===== src/rtl/firmware_rom_arbiter.sv =====
// Two-master arbiter for the single-port firmware ROM/RAM: port A (instruction fetch) has fixed
// priority, port B (debug/loader) is guaranteed progress by a starvation counter.
module firmware_rom_arbiter #(
  parameter int ROM_WORDS    = 896,
  parameter int ADDR_W       = 10,
  parameter int STARVE_LIMIT = 4
) (
  input  logic              clk,
  input  logic              reset,
  input  logic [ADDR_W-1:0] a_address,
  input  logic              a_read,
  output logic              a_waitrequest,
  output logic [31:0]       a_readdata,
  output logic              a_readdatavalid,
  input  logic [ADDR_W-1:0] b_address,
  input  logic              b_read,
  input  logic              b_write,
  input  logic [3:0]        b_byteenable,
  input  logic [31:0]       b_writedata,
  input  logic              b_debugaccess,
  output logic              b_waitrequest,
  output logic [31:0]       b_readdata,
  output logic              b_readdatavalid,
  output logic [ADDR_W-1:0] rom_address,
  output logic [3:0]        rom_byteenable,
  output logic              rom_chipselect,
  output logic              rom_write,
  output logic [31:0]       rom_writedata,
  output logic              rom_debugaccess,
  output logic              rom_clken,
  input  logic [31:0]       rom_readdata,
  output logic              oor_error,
  output logic              wr_reject
);

  localparam logic [3:0]      STARVE_MAX = 4'(STARVE_LIMIT);
  localparam logic [ADDR_W:0] ROM_LIMIT  = (ADDR_W+1)'(ROM_WORDS);

  typedef enum logic [1:0] {
    OWN_NONE = 2'd0,
    OWN_A    = 2'd1,
    OWN_B    = 2'd2
  } owner_e;

  owner_e            rd_owner_q, rd_owner_d;
  logic              rd_oor_q, rd_oor_d;
  logic [3:0]        starve_cnt_q, starve_cnt_d;
  logic              clken_q;
  logic              oor_error_q, oor_error_d;
  logic              wr_reject_q, wr_reject_d;
  logic [31:0]       a_hold_q, a_hold_d;
  logic [31:0]       b_hold_q, b_hold_d;

  logic              en;
  logic              a_req, b_req, b_force;
  logic              grant_a, grant_b, b_is_write;
  logic [ADDR_W-1:0] sel_addr;
  logic              in_range;
  logic [31:0]       ret_data;

  // Arbitration: A wins ties unless B has waited STARVE_LIMIT consecutive cycles.
  always_comb begin
    en         = clken_q & ~reset;
    a_req      = en & a_read;
    b_req      = en & (b_read | b_write);
    b_force    = (starve_cnt_q == STARVE_MAX);
    grant_a    = a_req & (~b_req | ~b_force);
    grant_b    = b_req & (~a_req | b_force);
    b_is_write = grant_b & b_write;
    sel_addr   = grant_b ? b_address : a_address;
    in_range   = ({1'b0, sel_addr} < ROM_LIMIT);
  end

  always_comb begin
    a_waitrequest   = ~en | (a_read & ~grant_a);
    b_waitrequest   = ~en | ((b_read | b_write) & ~grant_b);
    rom_address     = sel_addr;
    rom_byteenable  = b_is_write ? b_byteenable : 4'hF;
    rom_chipselect  = (grant_a | grant_b) & in_range & ~(b_is_write & ~b_debugaccess);
    rom_write       = b_is_write & b_debugaccess & in_range;
    rom_writedata   = b_writedata;
    rom_debugaccess = grant_b & b_debugaccess;
    rom_clken       = clken_q;
    oor_error       = oor_error_q;
    wr_reject       = wr_reject_q;
  end

  // Read return is combinational from the ROM's registered output; reset squashes a pending return.
  always_comb begin
    ret_data        = rd_oor_q ? 32'h0 : rom_readdata;
    a_readdatavalid = ~reset & (rd_owner_q == OWN_A);
    b_readdatavalid = ~reset & (rd_owner_q == OWN_B);
    a_readdata      = a_readdatavalid ? ret_data : a_hold_q;
    b_readdata      = b_readdatavalid ? ret_data : b_hold_q;
  end

  always_comb begin
    rd_owner_d = OWN_NONE;
    if (grant_a) begin
      rd_owner_d = OWN_A;
    end else if (grant_b & ~b_write) begin
      rd_owner_d = OWN_B;
    end
    rd_oor_d     = ~in_range;
    oor_error_d  = (grant_a | grant_b) & ~in_range;
    wr_reject_d  = b_is_write & ~b_debugaccess;
    starve_cnt_d = 4'd0;
    if (b_req & ~grant_b) begin
      starve_cnt_d = b_force ? starve_cnt_q : starve_cnt_q + 4'd1;
    end
    a_hold_d = a_readdata;
    b_hold_d = b_readdata;
  end

  always_ff @(posedge clk) begin
    if (reset) begin
      rd_owner_q   <= OWN_NONE;
      rd_oor_q     <= 1'b0;
      starve_cnt_q <= 4'd0;
      clken_q      <= 1'b0;
      oor_error_q  <= 1'b0;
      wr_reject_q  <= 1'b0;
      a_hold_q     <= 32'h0;
      b_hold_q     <= 32'h0;
    end else begin
      rd_owner_q   <= rd_owner_d;
      rd_oor_q     <= rd_oor_d;
      starve_cnt_q <= starve_cnt_d;
      clken_q      <= 1'b1;
      oor_error_q  <= oor_error_d;
      wr_reject_q  <= wr_reject_d;
      a_hold_q     <= a_hold_d;
      b_hold_q     <= b_hold_d;
    end
  end

endmodule


===== config.mk =====
export PLATFORM = sky130hd
export DESIGN_NAME = firmware_rom_arbiter
export DESIGN_NICKNAME = d
export VERILOG_FILES = /design/src/rtl/firmware_rom_arbiter.sv
export SDC_FILE = /design/constraint.sdc
export NUM_CORES = 1
export LEC_CHECK = 0
export ABC_AREA = 1
export CAP_MARGIN = 20
export CORE_MARGIN = 1.5
export CORE_UTILIZATION = 39
export DETAILED_ROUTE_END_ITERATION = 10
export PLACE_DENSITY = 0.87
export SLEW_MARGIN = 20
export SYNTH_ARGS = -nofsm -noshare
export SYNTH_HDL_FRONTEND = slang
export SYNTH_SLANG_ARGS = --single-unit

===== constraint.sdc =====
create_clock -name clk -period 1.9 [get_ports clk]
set_input_delay 0.285 -clock clk [delete_from_list [all_inputs] [get_ports clk]]
set_output_delay 0.285 -clock clk [all_outputs]
set_load 0.01 [all_outputs]

## Word-level counts from Yosys, hierarchy flattened

Index checks and enable logic that the tools add are counted.

- Register bits: 74
- Input bits: 94
- Output and inout port bits: 120
- Word-level logic and storage cells: 61

- Add/sub/neg operators: 1
- Order comparisons: 1
- Equal/unequal tests: 3
- Muxes and demuxes: 8
- Bitwise logic cells: 37
- Reduce and logical (&&, ||, !) cells: 2

Operators by type and width:

| operator | count |
|---|---|
| 2-to-1 mux 32 bit | 3 |
| AND 1 bit | 19 |
| inverter 1 bit | 12 |
| < comparator 10 bit, second input constant | 1 |
| 2-to-1 mux 10 bit | 1 |
| bitwise OR 1 bit | 6 |
| adder 4 x 1 -> 4 bit, second input constant | 1 |
| == test 4 x 3 -> 1 bit, second input constant | 1 |
| 2-to-1 mux 4 bit | 1 |
| OR reduction 2 bit | 2 |
| == test 2 x 1 -> 1 bit, second input constant | 1 |
| == test 2 bit, second input constant | 1 |
| 2-to-1 mux 1 bit | 2 |
| 2-to-1 mux 2 bit | 1 |

## Logic depth before layout (Yosys ltp)

- Word-level depth: 10
- Depth in mapped cells: 10
- Depth with buffers taken out: 10

## Worst setup path before layout

No wires, ideal clock.

- Kind: reg2out
- Start point: register starve_cnt_q[0]
- End point: output port rom_address[0]
- Arrival time: 1420 ps
- Data required time: 1615 ps
- Slack: 195 ps
- Stages on the path, launching flop included: 8
- Path buffers: 1
- Cells stage by stage: dfxtp_1 -> inv_1 -> ha_1 -> nand3b_1 -> nand2_2 -> nand2_2 -> buf_6 -> mux2_1

- Word-level cells in the longest chain between the ends: 4

Ends and longest elaborated chain:

| element | line | RTL |
|---|---|---|
| start, declared | 47 | `logic [3:0] starve_cnt_q, starve_cnt_d;` |
| start signal, assigned | 128 | `starve_cnt_q <= starve_cnt_d;` |
| == test 4 x 3 -> 1 bit | 66 | `b_force = (starve_cnt_q == STARVE_MAX);` |
| bitwise OR 1 bit | 68 | `grant_b = b_req & (~a_req \| b_force);` |
| AND 1 bit | 68 |  |
| 2-to-1 mux 10 bit | 70 | `sel_addr = grant_b ? b_address : a_address;` |
| end, declared | 24 | `output logic [ADDR_W-1:0] rom_address,` |

Every way passes these cells.

## Worst setup path after layout

- Start point: register starve_cnt_q[0]
- End point: output port rom_chipselect

- Word-level cells in the longest chain between the ends: 7
- Elaborated cells between the ends (all ways): 14
- Classes of those cells: order compare (1); eq/ne (1); mux (1); bitwise (11)

Ends and longest elaborated chain:

| element | line | RTL |
|---|---|---|
| == test 4 x 3 -> 1 bit (*) | 66 |  |
| bitwise OR 1 bit / inverter 1 bit (equally long branches) | 68, 67 |  |
| AND 1 bit / bitwise OR 1 bit (equally long branches) | 68, 67 |  |
| 2-to-1 mux 10 bit, or another cell as far along | 70 |  |
| < comparator 10 bit, or another cell as far along | 71 | `in_range = ({1'b0, sel_addr} < ROM_LIMIT);` |
| AND 1 bit / inverter 1 bit (equally long branches) | 79 | `rom_chipselect = (grant_a \| grant_b) & in_range & ~(b_is_write & ~b_debugaccess);` |
| AND 1 bit (*) | 79 |  |
| end, declared | 26 | `output logic rom_chipselect,` |

Mark *: on every way between the ends. The rest lies on a longest branch, timed or not.

==> key figures <==
Layout
  • Fin cells: 908
  • P&R area growth vs syn: 90.4%
  • Most common cell after layout, fill and taps aside: buf_4
  • Fillers: 635
  • NumNets Final: 866
  • Layout cells sized above 1: 60.1%
  • Antenna Cells: 0
  • Most frequent cells in the layout: buf_4, dfxtp_1, buf_2

Logic synthesis
  • Synth Area in XOR/XNOR: less than 1%
  • Share of the synthesized area in the top cell type: 38.6%
  • Top_reg_cell synth: dfxtp_1
  • Syn Inst Count: 494
  • Post-Syn Nets: 590
  • Yosys warns: 0
  • Post-synth top area cell: dfxtp_1
  • Yosys reg bits: 74
  • Largest family of logic cells by synthesized area: compound AO/OA/AOI/OAI gates
  • Dominant cells by area after synthesis: dfxtp_1, a211oi_1, or2_1
  • EDFF count, synth: 0
  • Post-synthesis mux area share: just over 2%
  • Complex-gate fraction of the synthesized area: 21.4%
  • Register area share after synthesis: 38.6%
  • Mapped Area: 0.00384 mm2
  • Async set or reset register ratio after synthesis: 0%
  • Syn_area_per_cell: 7.77 um2
  • Cell variety after synth: 29
  • Synth Area in Adders: 0.652%
  • Synth Area in Simple Gates: 19.2%

Clocking
  • Clock sinks: 74
  • Clk Latency, worst-skew pair: 0.34 ns
  • Clock-pin slew on the worst setup and hold paths: about 0.07 ns
  • CTS tree: built
  • Max clock buf depth: 2
  • Root Driver: clkbuf_8
  • Number of H-tree levels: 3
  • Num CTS Buffers: 9

Global route
  • Largest net degree at the start of global routing: 43
  • Vias in the first global route: 4512
  • Global route overflow: 0
  • Initial antenna violation count: 0
  • Gr usage total: between 20% and 30%
  • First-pass GRT wire length: 21800 um

Timing
  • Hold Slack: ~0.22 ns
  • Peak Freq: between 400 and 500 MHz
  • Hold Violations, Final: 0
  • Fin Clk Skew: 0.00868 ns
  • Period utilization: 111%
  • Total Neg Setup Slack: -5.34 ns
  • Tmin final: about 2.1 ns
  • Least-Margin Pin Slew: between 0.4 and 0.5 ns
  • Worst relative slew slack: 68.1%
  • RSZ-0062 raised after global routing: yes
  • Final setup vio count: 54
  • Max Slew Vio Count: 0
  • Worst Slack Setup Final: -0.209 ns

Setup path
  • CP max FO: 6
  • Critical path class: flop to output pin
  • Worst R2R Setup Slack: 0.20 ns
  • Critical path origin: starve_cnt_q[0]$_SDFFE_PP0N_
  • Slowest cell on the critical path: dfxtp_2
  • CP Launch Type: flop
  • R2r worst-path depth: 10
  • Worst Path Required: 1.62 ns
  • Worst EP arrival: approximately 1.8 ns
  • Crit-path cells: inv_2 -> ha_4 -> nand3b_1 -> nand2_2 -> nand2_4 -> buf_6 -> nand2_2 -> nand2_4 -> nand3_4 -> nand2_2 -> inv_2 -> buf_6
  • Largest stage delay on the critical path: 0.35 ns
  • Worst r2r dst: a_hold_q[20]$_SDFF_PP0_
  • Crit-path most repeated cell: nand2_2
  • R2R Path Start: rd_owner_q[1]$_SDFF_PP0_
  • CP Capture Point: rom_chipselect
  • Crit end category: output pin

Outcome
  • Failing checks: setup timing
  • Status: finished with violations

Floorplan
  • Core footprint: 0.00964 mm2
  • Die height: 102 um
  • Io pins: roughly 210
  • Die X: 102 um
  • Initial core utilization: 39.8%
  • DIE AREA: 0.0105 mm2
  • Cell Rows: 36

Pwr
  • Pwr dens: 550 mW/mm2
  • P_leak: approximately 3.4 nW
  • Peak supply drop: 0.415 mV

Placed design
  • Port Buf Inserts: 149
  • Gpl congestion: between 0.8 and 0.9
  • HPWL Detailed: 8170 um
  • Cells after DPL: roughly 800
  • Worst slack, placed: -0.621 ns

Worst hold path
  • Hold Path Stages: 2
  • Hold crit path type: input pin to flop

Route
  • Antenna viol nets, final: 0
  • Detailed-route via count: 4524
  • Pre-antenna DRT Iters: 4
  • 1st-iter DRT viols: 116
  • DRC: 0
  • DR WL/cell: between 15 and 20 um
  • Vias per cell: 4.98
  • Overall routed net length: 15400 um

Job
  • Max-cap violations: 0
## flip-flops by register name, summed over array words and instances, names as in the netlist
| name | cells |
|---|---|
| a_hold_q | 32 |
| b_hold_q | 32 |
| starve_cnt_q | 4 |
| rd_owner_q | 2 |
| oor_error | 1 |
| rd_oor_q | 1 |
| rom_clken | 1 |
| wr_reject | 1 |
## area by class of cell
| cell class | count | area (um2) | share of cell area [%] |
|---|---|---|---|
| clock buffer | 9 | 124 | 1.69 |
| clock inverter | 7 | 93.8 | 1.28 |
| inverter | 77 | 319 | 4.36 |
| multi-input combinational | 280 | 2090 | 28.6 |
| sequential | 74 | 1490 | 20.3 |
| tap | 133 | 166 | 2.28 |
| timing repair buffer | 328 | 3030 | 41.5 |
## worst max-delay path: cells and delay by family, from the launching register on
kind | cells | cell delay, ns
buffers and inverters | 4 | 0.33
adder cells (fa/ha/maj) | 1 | 0.15
flip-flops | 1 | 0.35
AND/OR/NAND/NOR | 7 | 0.66
## Yosys cell counts, types with 2 or more instances
library cell,count
a21oi_1,65
dfxtp_1,74
or2_1,60
mux2_1,7
nand2_1,42
or2_2,9
inv_1,31
ha_1,2
buf_2,19
inv_2,24
nand3_1,8
nor2_4,2
nor2_1,10
a211oi_1,64
clkinv_1,22
nand2_2,2
clkbuf_1,6
buf_1,5
buf_4,32
## worst min-delay path by stage
stage                                  from                            to
6_report                              reset             rom_clken$_DFF_P_
2_1_floorplan                       b_write      rd_owner_q[1]$_SDFF_PP0_
5_1_grt                               reset             rom_clken$_DFF_P_
3_5_place_dp   starve_cnt_q[0]$_SDFFE_PP0N_  starve_cnt_q[0]$_SDFFE_PP0N_
4_1_cts                               reset             rom_clken$_DFF_P_
3_3_place_gp   starve_cnt_q[3]$_SDFFE_PP0N_  starve_cnt_q[3]$_SDFFE_PP0N_
## metal layers
metal | track usage, % | up-vias | part of all wire (%)
li1 | - | 2140 | -
met1 | 29.7 | 2177 | 38
met2 | 51.2 | 169 | 54
met3 | 4.72 | 38 | 5.2
met4 | 11.0 | 0 | 2.8
met5 | 0 | - | 0
## metrics by stage
stage / util [%] / power (mW) / instance area, um2
after floorplan: - / 2.04 / 3840
after global placement: 61.0 / 2.44 / 5880
after detailed placement: 61.0 / 2.46 / 5880
after CTS: 71.4 / 3.92 / 6880
after global routing: 75.9 / 4.16 / 7310
final: 75.9 / 4.02 / 7310
## logic make-up (layout without fill, tap and decap cells)
logic type / after synthesis / after routing
AO/OA/AOI/OAI: 132 / 132
flip-flops: 74 / 74
multiplexers: 7 / 7
buffers and inverters: 140 / 421
adder cells (fa/ha/maj): 2 / 2
XOR/XNOR: 2 / 2
AND/OR/NAND/NOR: 137 / 137
## where the power goes
group / switching [mW] / internal (mW) / total, mW
Sequential: 0.0135 / 1.60 / 1.61
Combinational: 0.488 / 0.567 / 1.05
Clock: 0.621 / 0.737 / 1.36
## repair_timing
item	4_1_cts	5_1_grt
setup buffers	41	39
gates cloned	12	2
resized for setup	482	98
hold buffers	0	0
pin swaps	21	50
setup endpoints to repair	85	85
Power figures use the tool's default switching activity.
